`config.mk`:
```
export PLATFORM = sky130hd
export DESIGN_NAME = array_bank_rsp
export DESIGN_NICKNAME = d
export VERILOG_FILES = /design/src/rtl/array_bank_rsp.sv
export SDC_FILE = /design/constraint.sdc
export NUM_CORES = 1
export LEC_CHECK = 0
export ABC_CLOCK_PERIOD_IN_PS = 3700
export CORE_ASPECT_RATIO = 0.75
export CORE_UTILIZATION = 25
export CTS_BUF_LIST = sky130_fd_sc_hd__clkbuf_8 sky130_fd_sc_hd__clkbuf_16
export DETAILED_ROUTE_END_ITERATION = 6
export SLEW_MARGIN = 30
export SYNTH_ARGS = -nofsm -noshare
export SYNTH_HDL_FRONTEND = slang
export SYNTH_SLANG_ARGS = --single-unit
```
`constraint.sdc`:
```
create_clock -name clk -period 3.7 [get_ports clk]
set_input_delay 0.37 -clock clk [delete_from_list [all_inputs] [get_ports clk]]
set_output_delay 0.37 -clock clk [all_outputs]
set_load 0.005 [all_outputs]
```
`src/rtl/array_bank_rsp.sv`:
```
`default_nettype none
// ============================================================================
// Module      : array_bank_rsp
// Description : Responder-side timing and protocol monitor for one array bank.
//               It tracks row activations and flags tRAS, tRP, row-change and
//               (when ARRAY_RSP_SEQCHK_EN is defined) row-sequence errors.
// Revision    : 1.0 - initial release
// ============================================================================
module array_bank_rsp #(
    parameter int unsigned                ADDR_ROW_WIDTH = 14,
    parameter logic [ADDR_ROW_WIDTH-1:0]  MAX_ROW_ADDR   = 14'h3fff
) (
    input  logic                      clk,
    input  logic                      rst_n,
    input  logic                      array_banksel_n,
    input  logic [ADDR_ROW_WIDTH-1:0] array_raddr,
    input  logic [7:0]                array_tras_cfg,
    input  logic [7:0]                array_trp_cfg,
    input  logic                      err_clr,
    output logic                      act_vld,
    output logic [ADDR_ROW_WIDTH-1:0] act_row,
    output logic                      row_busy,
    output logic                      tras_err,
    output logic                      trp_err,
    output logic                      row_chg_err,
    output logic                      seq_err,
    output logic                      sweep_done
);

    typedef enum logic [0:0] {
        ST_PRE = 1'b0,
        ST_ACT = 1'b1
    } state_t;

    state_t                    state_q, state_d;
    logic                      prev_q;
    logic [7:0]                low_cnt_q, low_cnt_d;
    logic [7:0]                high_cnt_q, high_cnt_d;
    logic [ADDR_ROW_WIDTH-1:0] act_row_q, act_row_d;
    logic                      act_vld_q, act_vld_d;
    logic                      row_busy_q, row_busy_d;
    logic                      sweep_q, sweep_d;
    logic                      tras_err_q, trp_err_q, chg_err_q;
    logic                      tras_set, trp_set, chg_set;

    logic w_fall;
    logic w_rise;

    assign w_fall = prev_q & ~array_banksel_n;
    assign w_rise = ~prev_q & array_banksel_n;

    function automatic logic [7:0] sat_inc(input logic [7:0] cnt);
        return (cnt == 8'hff) ? cnt : cnt + 8'd1;
    endfunction

    always_comb begin
        state_d    = state_q;
        low_cnt_d  = low_cnt_q;
        high_cnt_d = high_cnt_q;
        act_row_d  = act_row_q;
        act_vld_d  = 1'b0;
        row_busy_d = row_busy_q;
        sweep_d    = 1'b0;
        tras_set   = 1'b0;
        trp_set    = 1'b0;
        chg_set    = 1'b0;
        case (state_q)
            ST_PRE: begin
                if (w_fall) begin
                    state_d    = ST_ACT;
                    act_row_d  = array_raddr;
                    act_vld_d  = 1'b1;
                    row_busy_d = 1'b1;
                    low_cnt_d  = 8'd1;
                    trp_set    = (high_cnt_q < array_trp_cfg);
                end else if (array_banksel_n) begin
                    high_cnt_d = sat_inc(high_cnt_q);
                end
            end
            ST_ACT: begin
                // The row is latched on entry, so any cycle spent here compares
                chg_set = (array_raddr != act_row_q);
                if (w_rise) begin
                    state_d    = ST_PRE;
                    row_busy_d = 1'b0;
                    high_cnt_d = 8'd1;
                    tras_set   = (low_cnt_q < array_tras_cfg);
                    sweep_d    = (act_row_q == MAX_ROW_ADDR);
                end else if (!array_banksel_n) begin
                    low_cnt_d = sat_inc(low_cnt_q);
                end
            end
            default: state_d = ST_PRE;
        endcase
    end

    always_ff @(posedge clk) begin
        if (!rst_n) begin
            state_q    <= ST_PRE;
            prev_q     <= 1'b1;
            low_cnt_q  <= 8'd0;
            high_cnt_q <= 8'hff;
            act_row_q  <= '0;
            act_vld_q  <= 1'b0;
            row_busy_q <= 1'b0;
            sweep_q    <= 1'b0;
            tras_err_q <= 1'b0;
            trp_err_q  <= 1'b0;
            chg_err_q  <= 1'b0;
        end else begin
            state_q    <= state_d;
            prev_q     <= array_banksel_n;
            low_cnt_q  <= low_cnt_d;
            high_cnt_q <= high_cnt_d;
            act_row_q  <= act_row_d;
            act_vld_q  <= act_vld_d;
            row_busy_q <= row_busy_d;
            sweep_q    <= sweep_d;
            // A new error wins over a simultaneous clear
            tras_err_q <= tras_set | (tras_err_q & ~err_clr);
            trp_err_q  <= trp_set  | (trp_err_q  & ~err_clr);
            chg_err_q  <= chg_set  | (chg_err_q  & ~err_clr);
        end
    end

`ifdef ARRAY_RSP_SEQCHK_EN
    logic [ADDR_ROW_WIDTH-1:0] exp_row_q, exp_row_d;
    logic                      seq_err_q, seq_set;

    always_comb begin
        exp_row_d = exp_row_q;
        seq_set   = 1'b0;
        if (state_q == ST_PRE && w_fall) begin
            seq_set   = (array_raddr != exp_row_q);
            exp_row_d = (array_raddr == MAX_ROW_ADDR) ? '0 : array_raddr + 1'b1;
        end
    end

    always_ff @(posedge clk) begin
        if (!rst_n) begin
            exp_row_q <= '0;
            seq_err_q <= 1'b0;
        end else begin
            exp_row_q <= exp_row_d;
            seq_err_q <= seq_set | (seq_err_q & ~err_clr);
        end
    end

    assign seq_err = seq_err_q;
`else
    assign seq_err = 1'b0;
`endif

    assign act_vld     = act_vld_q;
    assign act_row     = act_row_q;
    assign row_busy    = row_busy_q;
    assign tras_err    = tras_err_q;
    assign trp_err     = trp_err_q;
    assign row_chg_err = chg_err_q;
    assign sweep_done  = sweep_q;

endmodule
`default_nettype wire
```
======== Word level (Yosys, flattened, before mapping) ========
Index checks and enable logic that the tools add are counted.
word-level totals
  register bits ........................... 38
  bits of input ports ..................... 34
  output and inout port bits .............. 21
cells by class
  add/subtract/negate cells ............... 2
  $lt $le $gt $ge ......................... 2
  eq/ne operators ......................... 12
  mux-type cells .......................... 21
  bitwise gates (word level) .............. 13
  reduce and logical (&&, ||, !) cells .... 6
operators with widths
  cell                                           count
  2-to-1 mux 8 bit                               8
  one-hot mux 8 bit (2 select lines)             2
  adder 8 x 1 -> 8 bit, second input constant    2
  equality test 8 bit, second input constant     2
  less-than comparator 8 bit                     2
  equality test 14 bit, second input constant    1
  != test 14 bit                                 1
  != test 2 bit, second input constant           7
  2-to-1 mux 1 bit                               9
  AND reduction 4 bit                            2
  AND 1 bit                                      5
  NOT 1 bit                                      5
  one-hot mux 1 bit (2 select lines)             2
  AND reduction 2 bit                            2
  bitwise OR 1 bit                               3
  AND reduction 3 bit                            1
  != test 2 x 1 -> 1 bit, second input constant  1
  OR reduction 2 bit                             1

======== Longest topological paths before layout ========
Gate-level depths: netlist (run 1).
  depth after elaboration ................. 5
  depth in mapped cells ................... 6
  depth with buffers taken out ............ 6

======== Least setup slack after synthesis (run 1) ========
No wires, ideal clock.
  kind .................................... input-to-reg
  from .................................... input array_trp_cfg[5]
  to ...................................... register trp_err_q (netlist: trp_err)
  setup time .............................. 0.070 ns
  arrival time ............................ 1.410 ns
  slack ................................... 2.220 ns
  cell stages on the path ................. 6
  path buffers ............................ 0
  cell sequence ........................... inv_1 ha_1 a21o_1 a2111oi_2 o31ai_1 a21oi_1
on the way
  word-level cells in the longest chain between the ends .. 4
RTL lines
  what                        RTL line  RTL
  from (decl)                 18        input logic [7:0] array_trp_cfg,
  less-than comparator 8 bit  75        trp_set = (high_cnt_q < array_trp_cfg);
  2-to-1 mux 1 bit            69        if (w_fall) begin
  2-to-1 mux 1 bit            67        case (state_q)
  bitwise OR 1 bit            121       trp_err_q <= trp_set | (trp_err_q & ~err_clr);
  to (signal assigned)        121
  to (decl)                   43        logic tras_err_q, trp_err_q, chg_err_q;
Every way passes these cells.
A chain may end at the register's enable or synchronous reset.

======== Worst setup path after layout (run 1) ========
  from .................................... input array_banksel_n
  to ...................................... register trp_err_q (netlist: trp_err)
on the way
  word-level cells in the longest chain between the ends .. 5
RTL lines
  what              RTL line  RTL
  from (decl)       15        input logic array_banksel_n,
  NOT 1 bit         49        assign w_fall = prev_q & ~array_banksel_n;
  AND 1 bit         49
  2-to-1 mux 1 bit  69
  2-to-1 mux 1 bit  67
  bitwise OR 1 bit  121
Every way passes these cells.

==> key figures, run 1 <==
Outcome
  – Status: finished clean

Yosys
  – Async set-reset flop share out of synthesis: 0%
  – Top_reg_cell synth: dfxtp_1
  – Ys Warns: 0
  – Post-synthesis adder-cell area fraction: roughly a tenth
  – Top cell type's share of synthesized area: ~36%
  – Synthesized cell area: between 2000 and 2500 sq um
  – Seq/Total Area, Yosys: approximately 36%
  – Syn_nets: just over 300
  – Post-synth top cells: nand2_1 (41), dfxtp_1 (38), a21oi_1 (25), inv_1 (18), ha_1 (16)
  – Most numerous cell in the Yosys netlist: nand2_1
  – Post-synthesis xor/xnor area fraction: between 5 and 6%
  – Largest area contributor in the netlist: dfxtp_1
  – Yosys cell types: 42
  – Main combinational cell family by area after synthesis: compound AO/OA/AOI/OAI gates
  – Synthesized flop and latch total: 38
  – Mux share of post-synthesis cell area: 0%
  – Post-synth EDFFs: 0
  – Top cells by area, synth: dfxtp_1 (36%), ha_1 (9.4%), nand2_1 (7.3%)
  – Synth Area in Compound Gates: roughly 22%
  – Syn_area_per_cell: 8.16 sq um
  – Post-synthesis simple-gate area fraction: between 20% and 30%
  – Mapped Cells: 260

Timing
  – Slew Viols, Final: 0
  – Final worst slack: 1700 ps
  – Worst slew pin tran: ~800 ps
  – Highest clock rate: 0.499 GHz
  – Final setup viols: 0
  – Period minus WS final: around 2000 ps
  – Total negative slack: 0 ps
  – Clock skew: about 4.6 ps
  – Endpoints failing hold: 0
  – Fin crit share: between 50% and 60%
  – Max_slew headroom: between 40% and 50%
  – RSZ-0062 raised after global routing: false

Drt
  – # DRC: 0
  – Routed vias: 2022
  – DR iter-0 viols: 116
  – 1st-pass router iterations: 4
  – Antenna-violating nets left: 0
  – Via density: between 4 and 5
  – Drt wl/cell: about 13 um
  – Routed WL: ~5500 um

Power
  – Worst vdd ir: around 0.18 mV
  – Pwr dens: about 390 nW/um^2
  – Total power: ~1.1 mW
  – Static Leak: between 1 and 1.5 nW

Global routing
  – Antenna violations before repair: 0
  – First-pass GRT wire length: 9200 um
  – Grt met1 use: 19.7%
  – Largest net degree at the start of global routing: 25
  – Met3 usage: 4.13%
  – Gr ovfl total: 0
  – GRT busiest layer: met1
  – Gr usage total: between 10% and 20%
  – Met2 Track Usage GR: between 10% and 20%
  – Number of global-route vias before repair: 1894

Placement
  – Port Buf Inserts: 53
  – DP HPWL: approximately 4200 um
  – Routability-driven placement congestion ratio: about 0.83
  – Placed Area: between 2000 and 3000 sq um
  – Dpl ws: roughly 1400 ps

Cells and area
  – Diodes inserted: 0
  – Area Overhead vs Synth: 36.4%
  – Final-stage net count: 363
  – Final Instance Area: around 2900 sq um
  – Proportion of layout cells with a drive suffix above 1: just over 5%

Job
  – Max_cap viols: 0

Die
  – Die width: 108 um
  – Io pins: 55
  – Die Ht: between 80 and 90 um
  – Row cnt: 28
  – Core box area: around 8000 sq um
  – Initial Util: 26.3%
  – Die area: around 8900 sq um

Setup path
  – R2r setup slk: 1710 ps
  – Cell family with most CP delay: simple AND/OR/NAND/NOR gates
  – Critical path class: in2reg
  – Slowest stage cell, crit path: or3b_1
  – Crit path max fanout: 18
  – Worst path depth: 5
  – Worst Setup End Kind: flip-flop
  – Startpoint types: primary input
  – CP arrival: around 2200 ps
  – WP buf/inv: 1
  – Worst reg2reg path depth: 4
  – Cells along the critical path: clkdlybuf4s50_1 -> or3b_1 -> a2111oi_2 -> o31ai_1 -> a21oi_1
  – WP data required: roughly 3900 ps
  – Worst path max stage delay: between 600 and 700 ps

CTS
  – Worst-path clk slew: 50 ps
  – Htree depth: 2
  – CTS tree: built
  – Post-CTS Resized: 0
  – Hold_buf cts: 0
  – Clock Path Buffers: 2
  – CTS Root Cell: clkbuf_16
  – Num CTS Buffers: 5
  – Clk sinks: 38
  – Clock latency on the worst-skew pair: about 270 ps
  – Setup Fix Bufs, Post-CTS: 0

Hold path
  – WHS Path Cells: 2
  – Worst min path class: reg2reg
## tightest hold or removal path, delay by kind of cell (launching register included)
| family | cells | cell delay, ps |
|---|---|---|
| DFF | 1 | 330 |
| and+or+nand+nor | 1 | 60 |
| AOI/OAI and AO/OA | 1 | 50 |
## power breakdown
part / total [mW] / switching (mW) / internal (mW) / leakage (nW)
combinational: 0.252 / 0.119 / 0.133 / 0.767
clock: 0.394 / 0.152 / 0.243 / 0.0694
sequential: 0.492 / 0.0498 / 0.442 / 0.312
total: 1.14 / 0.320 / 0.818 / 1.15
## cell families after synthesis
kind of cell             count (synthesis)
buffers and inverters                   27
adder cells (fa/ha/maj)                 16
XOR/XNOR                                14
other                                    1
AO/OA/AOI/OAI                           70
flip-flops                              38
AND/OR/NAND/NOR                         94
## area by class of cell
| class | instances | area, sq um |
|---|---|---|
| repair buffers | 55 | 546 |
| multi-input cells | 195 | 1250 |
| inverters | 18 | 67.6 |
| well taps | 105 | 131 |
| flip-flops and latches | 38 | 761 |
| clock buffers | 5 | 125 |
| fillers | 834 | 5160 |
| clock inverters | 2 | 10.0 |
## registers in the layout, indices dropped and copies added, names as in the netlist
| signal | count |
|---|---|
| row_busy | 1 |
| prev_q | 1 |
| high_cnt_q | 8 |
| low_cnt_q | 8 |
| tras_err | 1 |
| trp_err | 1 |
| act_vld | 1 |
| state_q | 1 |
| act_row | 14 |
| sweep_done | 1 |
| row_chg_err | 1 |
## cells in the final DEF (no fill, tap or decap), types with 4 or more instances in the layout
cell type         n
o21ai_0          14
nor3_1            4
clkbuf_16         5
nand2b_1          7
xor2_1           10
xnor2_1           4
inv_1            18
nand4_1           6
nand2_1          41
ha_1             16
clkdlybuf4s50_1  53
dfxtp_1          38
a31oi_1           7
nor4_1            5
a21oi_1          25
o311ai_0          5
nand3_1          12
nor2_1            8
## per-stage QoR
step | hold WS (ps) | std cells | utilization, %
2_1_floorplan | 465 | 260 | -
3_3_place_gp | 491 | 411 | 34.2
3_5_place_dp | 495 | 411 | 34.2
4_1_cts | 506 | 418 | 35.9
5_1_grt | 532 | 418 | 35.9
6_report | 501 | 418 | 35.9
## layer usage
layer	up-vias	wire (um)	share of wire, %
li1	1045	-	-
met2	64	2200	40
met1	911	2880	52
met3	2	459	8.3
met4	0	9	0.16
met5	-	0	0
## final timing paths
check                   from          to
max          array_banksel_n     trp_err
min               act_row[0]  act_row[0]
max reg2reg          state_q     trp_err
min reg2reg       act_row[0]  act_row[0]
(Power assumes the default switching activity.)
==> run 2, diff against run 1 <==
ABC_CLOCK_PERIOD_IN_PS = 1700   (was 3700)
clock period = 1.7 ns   (was 3.7 ns; I/O delays follow)
==> run 2 against run 1 <==
Clock-buffer cell count unchanged; clock power rose to 2.7 times the previous value; critical path depth unchanged; largest power group is now the clock network; critical endpoint unchanged; combinational power up 140%; utilization up 1.9 points; final cell count up 3.6%; sequential share of layout area down 1.3 points; critical path type is now reg2reg; final area up 5.2%; global-route usage up 0.61 points; hold slack worse by 18 ps; clock skew up 8.9 ps.
==> key figures, run 2 (synthesis results as in run 1) <==
Placement
  – Routability-driven placement congestion ratio: between 0.8 and 0.9
  – DP HPWL: between 4000 and 5000 um
  – Placed Area: 2870 sq um
  – Port Buf Inserts: 53

Setup path
  – Cells along the critical path: ha_1 -> a21o_1 -> a2111oi_2 -> o31ai_1 -> a21oi_1
  – Worst path max stage delay: between 400 and 500 ps
  – Startpoint types: flip-flop
  – WP data required: 1910 ps
  – R2r setup slk: 110 ps
  – Worst Setup End Kind: flip-flop
  – WP buf/inv: 0
  – Cell family with most CP delay: compound AO/OA/AOI/OAI gates
  – Crit path max fanout: 7
  – Critical path class: reg2reg
  – Slowest stage cell, crit path: dfxtp_1
  – CP arrival: around 1800 ps

Cells and area
  – Diodes inserted: 0
  – Max reg flops: 14
  – Commonest non-fill, non-tap cell in the layout: clkdlybuf4s50_1
  – Final Instance Area: 3050 sq um
  – Final-stage net count: between 300 and 400
  – Proportion of layout cells with a drive suffix above 1: under 10%
  – # fillers: a little over 800
  – Most frequent cells in the layout: clkdlybuf4s50_1 (53), nand2_1 (41), dfxtp_1 (37)
  – Area Overhead vs Synth: 43.5%

Power
  – P_int: about 2 mW
  – Sequential Power Share: approximately two fifths
  – Clock network power share: about two fifths
  – Comb power frac: between 20% and 30%
  – Worst vdd ir: between 0.4 and 0.5 mV
  – Static Leak: roughly 1.2 nW
  – Pwr dens: about 900 nW/um^2
  – Sw Pwr: about 760 uW
  – Sw frac: 27.8%

Die
  – Die width: around 110 um
  – Io pins: 55
  – Row cnt: 28
  – Die Ht: 81.8 um
  – Initial Util: between 20% and 30%
  – Die area: 8860 sq um
  – Core box area: between 8000 and 9000 sq um

Timing
  – Highest clock rate: about 0.63 GHz
  – Period minus WS final: between 1500 and 2000 ps
  – Total negative slack: 0 ps
  – RSZ-0062 raised after global routing: false
  – Fin crit share: 93.3%
  – Slew Viols, Final: 0
  – Final setup viols: 0
  – Clock skew: between 10 and 15 ps
  – Endpoints failing hold: 0

CTS
  – Clk sinks: 38
  – Worst-path clk slew: 70 ps
  – CTS Root Cell: clkbuf_16
  – Clock latency on the worst-skew pair: 290 ps
  – Hold_buf cts: 0
  – CTS tree: built
  – Num CTS Buffers: 5
  – Setup Fix Bufs, Post-CTS: 0
  – Clock Path Buffers: 2
  – Htree depth: 2

Global routing
  – Gr ovfl total: 0
  – Number of global-route vias before repair: 1971
  – First-pass GRT wire length: between 9000 and 10000 um
  – Antenna violations before repair: 0
  – Largest net degree at the start of global routing: 25
  – Gr usage total: between 10% and 20%

Drt
  – Via density: 4.85
  – Routed vias: 2100
  – Antenna-violating nets left: 0
  – # DRC: 0
  – DR iter-0 viols: around 110
  – Drt wl/cell: between 10 and 15 um
  – 1st-pass router iterations: 4
  – Routed WL: about 6000 um

Hold path
  – Worst min path class: in2reg

Outcome
  – Status: finished clean

Job
  – Max_cap viols: 0
run 2: cell types whose count changed in the layout (fill, tap and decap cells not counted):
cell        delta
buf_12         +1
dfxtp_2        +1
bufinv_16      +1
buf_4         +13
clkinvlp_4     +2
nor2_2         -1
nor2_1         +1
dfxtp_1        -1
clkinv_2       -2
run 2: repair_timing:
action                                 in CTS  in global routing
setup endpoints to repair                   0                  3
gates resized for setup                     0                  1
endpoints found under the hold margin       0                  0
run 2: per-layer routing:
metal / global-route usage [%] / up-vias / wire (um)
li1: - / 1070 / -
met1: 20.3 / 964 / 3020
met2: 20.3 / 62 / 2410
met3: 2.86 / 4 / 387
met4: 3.65 / 0 / 35
met5: 0 / - / 0
run 2: worst min-delay path: stages:
cell             delay (ps)
clkdlybuf4s50_1         430
nand2_1                  70
a21oi_1                  50
run 2: power by group through the flow:
stage          Sequential (mW)  Combinational, mW  Clock (mW)
6_report                  1.05              0.614        1.08
5_1_grt                   1.07              0.692        1.15
3_5_place_dp              1.07              0.613           0
2_1_floorplan             1.05              0.344           0
4_1_cts                   1.05              0.616        1.11
3_3_place_gp              1.07              0.598           0
run 2: worst paths after layout:
check                  start     endpoint  cells after the start
min          array_raddr[12]  act_row[12]                      3
min reg2reg       act_row[0]   act_row[0]                      2
max reg2reg    high_cnt_q[5]      trp_err                      5
max            high_cnt_q[5]      trp_err                      5
run 2: area by class of cell:
cell class	count	area (sq um)	area share [%]
clock buffers	5	125	4.11
clock inverters	3	45.0	1.48
inverters	18	67.6	2.22
multi-input cells	195	1250	41.1
flip-flops and latches	38	762	25.0
well taps	105	131	4.31
repair buffers	69	663	21.8
run 2: per-stage QoR:
step	hold WS, ps	util, %	setup slack [ps]	instances	power [mW]
after floorplan	271	-	261	260	1.40
after global placement	493	35.7	-79.8	425	1.67
after detailed placement	493	35.7	-104	425	1.68
after CTS	486	37.8	118	433	2.78
after global routing	505	37.8	19.0	433	2.91
final	483	37.8	113	433	2.75
